[config.mk]
export PLATFORM = sky130hd
export DESIGN_NAME = mem_access_stage
export DESIGN_NICKNAME = d
export VERILOG_FILES = /design/src/rtl/rv32_pkg.sv /design/src/rtl/store_lane_gen.sv /design/src/rtl/mem_access_stage.sv
export SDC_FILE = /design/constraint.sdc
export NUM_CORES = 1
export LEC_CHECK = 0
export BUFFER_PORTS_ARGS = -buffer_cell sky130_fd_sc_hd__buf_2
export CAP_MARGIN = 20
export CORE_AREA = 2 2 129 131
export CTS_CLUSTER_SIZE = 40
export DETAILED_ROUTE_END_ITERATION = 8
export DIE_AREA = 0 0 131 133
export PLACE_DENSITY = 0.67
export SYNTH_ARGS = -nofsm -noshare
export SYNTH_HDL_FRONTEND = slang
export SYNTH_SLANG_ARGS = --single-unit
[constraint.sdc]
create_clock -name clk -period 4.1 [get_ports clk]
set_input_delay 0.41 -clock clk [delete_from_list [all_inputs] [get_ports clk]]
set_output_delay 0.41 -clock clk [all_outputs]
set_load 0.05 [all_outputs]
[src/rtl/rv32_pkg.sv]
// Shared RV32I encodings used by the memory stage and its lane generator.
package rv32_pkg;

  localparam logic [6:0] OP_LOAD  = 7'b0000011;
  localparam logic [6:0] OP_STORE = 7'b0100011;

  localparam logic [2:0] F3_B  = 3'b000;
  localparam logic [2:0] F3_H  = 3'b001;
  localparam logic [2:0] F3_W  = 3'b010;
  localparam logic [2:0] F3_BU = 3'b100;
  localparam logic [2:0] F3_HU = 3'b101;

  typedef enum logic {
    IDLE = 1'b0,
    WAIT = 1'b1
  } mem_state_e;

  // Loads accept the signed and unsigned sub-word widths; stores only B/H/W.
  function automatic logic f3_legal(input logic is_store, input logic [2:0] f3);
    logic ok;
    if (is_store) begin
      ok = (f3 == F3_B) || (f3 == F3_H) || (f3 == F3_W);
    end else begin
      ok = (f3 == F3_B) || (f3 == F3_H) || (f3 == F3_W) ||
           (f3 == F3_BU) || (f3 == F3_HU);
    end
    return ok;
  endfunction

endpackage

[src/rtl/store_lane_gen.sv]
// Combinational store lane builder: replicates store data across byte lanes,
// produces byte enables and flags accesses misaligned for their width.
module store_lane_gen
  import rv32_pkg::*;
(
  input  logic [2:0]  funct3,
  input  logic [1:0]  addr_lo,
  input  logic [31:0] rv2,
  output logic [31:0] wdata,
  output logic [3:0]  be,
  output logic        misaligned
);

  // funct3[1:0] encodes access width for both loads and stores.
  always_comb begin
    wdata      = rv2;
    be         = 4'b0000;
    misaligned = 1'b0;
    unique case (funct3[1:0])
      2'b00: begin
        wdata = {4{rv2[7:0]}};
        be    = 4'b0001 << addr_lo;
      end
      2'b01: begin
        wdata      = {2{rv2[15:0]}};
        be         = 4'b0011 << addr_lo;
        misaligned = addr_lo[0];
      end
      2'b10: begin
        wdata      = rv2;
        be         = 4'b1111;
        misaligned = |addr_lo;
      end
      default: begin
        wdata = rv2;
        be    = 4'b0000;
      end
    endcase
  end

endmodule

[src/rtl/mem_access_stage.sv]
// RV32I memory stage: issues data-memory requests over req/ack, stalls the
// front of the pipeline while memory is busy, and fills the MEM/WB register.
module mem_access_stage
  import rv32_pkg::*;
#(
  parameter int MAX_WAIT = 15
) (
  input  logic        clk,
  input  logic        reset,
  input  logic        EM_valid_out,
  input  logic [6:0]  EM_op_out,
  input  logic [2:0]  EM_funct3_out,
  input  logic [31:0] EM_daddr_out,
  input  logic [31:0] EM_rv2_out,
  input  logic [31:0] EM_regdata_out,
  input  logic [4:0]  EM_rd_out,
  output logic        dreq,
  output logic [31:0] daddr,
  output logic [31:0] dwdata,
  output logic [3:0]  dwe,
  input  logic [31:0] drdata,
  input  logic        dack,
  output logic        mem_stall,
  output logic        mem_fault,
  output logic        MW_valid_out,
  output logic [6:0]  MW_op_out,
  output logic [2:0]  MW_funct3_out,
  output logic [31:0] MW_daddr_out,
  output logic [31:0] MW_drdata_out,
  output logic [31:0] MW_regdata_out,
  output logic [4:0]  MW_rd_out
);

  localparam logic [7:0] MAX_CNT = 8'(MAX_WAIT);

  mem_state_e  state;
  logic [7:0]  wait_cnt;

  logic        is_load;
  logic        is_store;
  logic        is_mem;
  logic        f3_ok;
  logic        misal;
  logic        bad_op;
  logic        good_op;
  logic        in_idle;
  logic        in_wait;
  logic        timeout;
  logic [31:0] lane_wdata;
  logic [3:0]  lane_be;

  store_lane_gen u_lane (
    .funct3     (EM_funct3_out),
    .addr_lo    (EM_daddr_out[1:0]),
    .rv2        (EM_rv2_out),
    .wdata      (lane_wdata),
    .be         (lane_be),
    .misaligned (misal)
  );

  // Decode the EX/MEM slot and derive the request/stall handshake.
  always_comb begin
    is_load   = (EM_op_out == OP_LOAD);
    is_store  = (EM_op_out == OP_STORE);
    is_mem    = is_load || is_store;
    f3_ok     = f3_legal(is_store, EM_funct3_out);
    bad_op    = EM_valid_out && is_mem && (!f3_ok || misal);
    good_op   = EM_valid_out && is_mem && f3_ok && !misal;
    in_idle   = (state == IDLE);
    in_wait   = (state == WAIT);
    // The cycle that hits the limit releases the pipeline instead of stalling.
    timeout   = in_wait && !dack && (wait_cnt == MAX_CNT);
    dreq      = in_wait || (in_idle && good_op);
    mem_stall = dreq && !dack && !timeout;
    daddr     = {EM_daddr_out[31:2], 2'b00};
    dwdata    = lane_wdata;
    dwe       = (dreq && is_store) ? lane_be : 4'b0000;
  end

  // MEM/WB boundary: FSM, wait counter, fault pulse and the MW_* register.
  always_ff @(posedge clk) begin
    if (reset) begin
      state          <= IDLE;
      wait_cnt       <= 8'd0;
      mem_fault      <= 1'b0;
      MW_valid_out   <= 1'b0;
      MW_op_out      <= 7'd0;
      MW_funct3_out  <= 3'd0;
      MW_daddr_out   <= 32'd0;
      MW_drdata_out  <= 32'd0;
      MW_regdata_out <= 32'd0;
      MW_rd_out      <= 5'd0;
    end else begin
      mem_fault      <= (in_idle && bad_op) || timeout;
      // EM_* is held stable across a stall, so copying it every cycle is safe;
      // only MW_valid_out decides whether downstream acts on it.
      MW_op_out      <= EM_op_out;
      MW_funct3_out  <= EM_funct3_out;
      MW_daddr_out   <= EM_daddr_out;
      MW_regdata_out <= EM_regdata_out;
      MW_rd_out      <= EM_rd_out;
      unique case (state)
        IDLE: begin
          if (bad_op) begin
            MW_valid_out <= 1'b0;
          end else if (good_op) begin
            if (dack) begin
              MW_valid_out  <= 1'b1;
              MW_drdata_out <= drdata;
            end else begin
              MW_valid_out <= 1'b0;
              wait_cnt     <= 8'd1;
              state        <= WAIT;
            end
          end else begin
            MW_valid_out <= EM_valid_out;
          end
        end
        WAIT: begin
          if (dack) begin
            MW_valid_out  <= 1'b1;
            MW_drdata_out <= drdata;
            wait_cnt      <= 8'd0;
            state         <= IDLE;
          end else if (timeout) begin
            MW_valid_out <= 1'b0;
            wait_cnt     <= 8'd0;
            state        <= IDLE;
          end else begin
            MW_valid_out <= 1'b0;
            wait_cnt     <= wait_cnt + 8'd1;
          end
        end
        default: begin
          MW_valid_out <= 1'b0;
          wait_cnt     <= 8'd0;
          state        <= IDLE;
        end
      endcase
    end
  end

endmodule

; ---- After elaboration in Yosys (flattened, before gate mapping)
; Index checks and enable logic that the tools add are counted.
[word_totals]
ram_bits = 0
latchBits = 0
word_cells = 79
ff_bits = 122
memories = 0
in_bits = 147
output_inout_bits = 183
mem_bits_ro = 0
[classes]
bitwise_logic = 1
n_addsub = 1
multipliers = 0
magnitude_cmp = 0
eq_ne = 12
div_mod_pow = 0
n_reduce_logical = 28
n_mux = 25
shift = 2
[op_table]
columns = operator, n
row1 = $pmux 32 s2, 2
row2 = $mux 32, 3
row3 = $mux 8, 5
row4 = $pmux 8 s2, 1
row5 = $pmux 4 s3, 1
row6 = $logic_and 1x1->1, 11
row7 = $mux 1, 9
row8 = $add 8x1->8 const B, 1
row9 = $eq 8x4->1 const B, 1
row10 = $logic_or 1x1->1, 8
row11 = $eq 7x2->1 const B, 1
row12 = $eq 7x6->1 const B, 1
row13 = $eq 3x3->1 const B, 2
row14 = $ne 2x2->1 const B, 3
row15 = $pmux 1 s2, 3
row16 = $logic_not 1->1, 4
row17 = $mux 4, 1
row18 = $shl 1x2->4 const A, 1
row19 = $shl 2x2->4 const A, 1
row20 = $eq 3x1->1 const B, 1
row21 = $eq 3x2->1 const B, 1
row22 = $logic_not 3->1, 1
row23 = $reduce_and 3->1, 1
row24 = $eq 2x1->1 const B, 1
row25 = 5 further kinds, 5

; ---- Depth between registers and ports, before layout
[logic_depth]
word_depth = 12
depth_mapped = 9
depth_no_buf = 7

; ---- Cells and area by module
; A second synthesis with hierarchy kept.
[unflattened]
hier_cells = 633
hier_area_um2 = 5625.4
[modules_own_cells]
columns = module, seq_area_each_um2, n_inst, cells_each, area_each_um2
row1 = mem_access_stage, 2442.3, 1, 549, 5056.1
row2 = store_lane_gen, 0.0, 1, 84, 569.3

; ---- Worst setup path after synthesis
; OpenSTA, ideal clock, no wires.
[synth_timing]
path_type = input to output
startpoint = input port EM_funct3_out[1]
endpoint = output port dwe[2]
t_required_ps = 3690
setup_slack_ps = 1018
arrival_ps = 2672
n_path_buf = 1
path_stages = 8
path_cell_list = inv_1 ha_1 buf_4 nor2_2 a22o_1 nor3_2 o211ai_1 a211oi_1
[synth_between]
elab_chain_len = 12
elab_cells_between_ends = 22
classes_between = eq/ne (6) / mux (4) / reduce/logical (12)
[synth_lines]
columns = item, line
row1 = start: declaration, mem_access_stage.sv:12  ; input logic [2:0] EM_funct3_out,
row2 = $eq 3x1->1 or $logic_not 3->1 (tied branches), "rv32_pkg.sv:22, rv32_pkg.sv:24"
row3 = $logic_or 1x1->1 (2 in series), "rv32_pkg.sv:22, rv32_pkg.sv:24"
row4 = $logic_or 1x1->1, rv32_pkg.sv:24  ; ok = (f3 == F3_B) || (f3 == F3_H) || (f3 == F3_W) ||
row5 = $logic_or 1x1->1, rv32_pkg.sv:25  ; (f3 == F3_BU) || (f3 == F3_HU);
row6 = $mux 1, rv32_pkg.sv:21  ; if (is_store) begin
row7 = $logic_and 1x1->1 (2 in series), mem_access_stage.sv:68  ; good_op = EM_valid_out && is_mem && f3_ok && !misal;
row8 = $logic_and 1x1->1, mem_access_stage.sv:73  ; dreq = in_wait || (in_idle && good_op);
row9 = $logic_or 1x1->1, mem_access_stage.sv:73
row10 = $logic_and 1x1->1, mem_access_stage.sv:77  ; dwe = (dreq && is_store) ? lane_be : 4'b0000;
row11 = $mux 4 (*), mem_access_stage.sv:77
row12 = end: declaration, mem_access_stage.sv:20  ; output logic [3:0] dwe,
; Every way passes the cells marked *; elsewhere a longest branch is shown, timed or not.

; ---- Final worst setup path
; Ends and elaborated chain as after synthesis.

==> results_dict.tcl <==
set metrics [dict create \
    status "finished, final reports clean" \
    clk_pin_slew_ns 0.06 \
    critPathKind "input pin to output port" \
    end_kind "output port" \
    synth-edff-count 0 \
    place_area_mm2 0.00614 \
    fin_skew_ns 0.00627 \
    dieWidth_um 131 \
    detail_route.wl_per_cell_um 12.7 \
    clkSinkCount 122 \
    worst_setup_path_start_kind "input pin" \
    clk_latency_ns 0.40 \
    start_util_pct 28.5 \
    avgSynthCellArea_um2 10.2 \
    drive_gt1_share_pct 50.0 \
    crit_required_ns 3.69 \
    die_area_mm2 0.0174 \
    grt_pass1_wl_mm 18.1 \
    synth.top_cells.by_count "dfxtp_1, nor2b_1, buf_4, nor2_1, mux2i_1" \
    grt_remaining_overflow 0 \
    routabilityCongestion 0.826 \
    hold_class "input pin to flip-flop" \
    io_pins 330 \
    maxSlewViolCount 0 \
    grt_pass1_vias 3646 \
    drtIter0Drc 134 \
    rsz0062_at_grt "false" \
    cp_max_fo 17 \
    hold_path_startpoint "EM_regdata_out[22]" \
    synth_ff_type "dfxtp_1" \
    cts-hold-fix-buffers 0 \
    max_freq_mhz 323 \
    rows 47 \
    timing.rr.start "in_wait$_SDFF_PP0_" \
    hpwl_mm 9.31 \
    vias 4025 \
    power.density_mw_per_mm2 495 \
    ir_worst_vdd_mv 0.257 \
    synth_area_leaders "dfxtp_1, nor2b_1, mux2i_1" \
    cts_tree "done" \
    fin_crit_sh_pct 75.5 \
    yosysMostFrequentCell "dfxtp_1" \
    stdcell_area_mm2 0.00675 \
    worstMarginPinSlew_ns 0.802 \
    synth_top_area_share_pct 53.1 \
    yosys_register_bits 122 \
    synthDistinctLibCells 37 \
    worstPathArrival_ns 2.69 \
    p_leak_nw 3.36 \
    cts_resized 0 \
    viasPerCell 4.14 \
    grt_max_degree 82 \
    cts_max_level 4 \
    grt_use_total_pct 13.4 \
    crit_start "EM_funct3_out[1]" \
    cts_root_buf "clkbuf_16" \
    synth_top_area_cell "dfxtp_1" \
    synth-async-reset-ratio_pct 0 \
    fin_nets 890 \
    setup_viol 0 \
    drc 0 \
    drv_cap 0 \
    drtPass1Iterations 4 \
    ant_nets 0 \
    cts_buffer_depth 2 \
    wirelength_mm 12.3 \
    fin_setup_tns_ns 0 \
    ys_warn_count 0 \
    total_power_w 0.00334 \
    ys_seq_area_share_pct 53.1 \
    cts_setup_buffers 0 \
    min_period_ns 3.10 \
    nFillCells 1594 \
    grt_antenna_before_repair 0 \
    antenna_cells 0 \
    die_h_um 133 \
    area_growth_pct 46.8 \
    finalHoldViolCount 0 \
    utilization_pct 41.8 \
    slew_headroom_pct 46.5 \
    synth_area_mm2 0.00460 \
    core_area_mm2 0.0162 \
    cts_buffers 17 \
    portBuffers 327 \
    syn-instance-count 450 \
]
area by class of cell:
type                    instances  area, um2  area share, %
flip-flops and latches        122       2440           36.2
well taps                     220        275           4.08
repair buffers                331       1670           24.7
inverters                       5       18.8          0.278
clock buffers                  17        425           6.30
clock inverters                15        189           2.80
multi-input cells             262       1730           25.7
flip-flops by register name (all words and copies together), names as in the netlist:
| signal | count |
|---|---|
| MW_valid_out | 1 |
| wait_cnt | 8 |
| MW_funct3_out | 3 |
| in_wait | 1 |
| MW_rd_out | 5 |
| MW_daddr_out | 32 |
| MW_op_out | 7 |
| mem_fault | 1 |
| MW_drdata_out | 32 |
| MW_regdata_out | 32 |
critical path: stages:
cell      delay (ns)
buf_2           0.13
inv_1           0.13
ha_1            0.49
nor2_2          0.05
buf_4           0.21
a22o_1          0.25
nor3_2          0.22
o211ai_1        0.24
a211oi_1        0.26
buf_2           0.29
cells in the final DEF, fill, tap and decap left out, drive strengths merged, types with 3 or more instances in the layout:
master,netlist,routed
dfxtp,122,122
mux2,8,8
nand3,5,5
inv,5,9
nor2,42,42
mux2i,32,32
nand2b,7,7
a21oi,11,11
a311oi,6,6
clkbuf,17,17
a22oi,8,8
nor2b,78,78
nand2,23,23
bufinv,0,3
and3,4,4
buf,45,331
a22o,9,9
o21ai,3,3
o211ai,4,4
ha,4,4
clkinv,0,6
cell families (layout without fill, tap and decap cells):
group,Yosys count,in the layout,synth area share (%)
AND/OR/NAND/NOR,167,167,19.4
flip-flops,122,122,53.1
buffers and inverters,67,368,9.33
AO/OA/AOI/OAI,49,49,8.16
multiplexers,40,40,8.92
adder cells (fa/ha/maj),4,4,1.09
other,1,2,0.0815
final timing paths:
| path | end | slack (ns) | cells past startpoint |
|---|---|---|---|
| worst min register to register | MW_drdata_out[25]$_SDFFE_PP0P_ | 0.49 | 2 |
| worst min-delay path | MW_regdata_out[22]$_SDFF_PP0_ | 0.21 | 2 |
| worst max-delay path | dwe[2] | 1.00 | 10 |
| worst max register to register | wait_cnt[7]$_SDFFE_PP0P_ | 2.17 | 4 |
routing by layer:
layer	up-vias	routed length, um	track usage, %
li1	2041	-	-
met1	1761	5120	15.3
met2	203	5830	21.8
met3	20	1140	5.22
met4	0	242	6.32
met5	-	0	0
through the flow:
| step | std cells | hold WS [ns] | setup WS, ns |
|---|---|---|---|
| after floorplan | 451 | 0.440 | 1.02 |
| after global placement | 940 | 0.468 | 1.08 |
| after detailed placement | 940 | 0.462 | 1.01 |
| after CTS | 972 | 0.185 | 1.01 |
| after global routing | 972 | 0.197 | 0.789 |
| final | 972 | 0.212 | 1.00 |
report_power, final:
group          switching (W)  internal [W]
logic               0.000420      0.000151
clock network       0.000570      0.000967
registers         0.00000893       0.00123
total               0.000999       0.00235
Note: power is estimated with default switching activity, not from simulation.
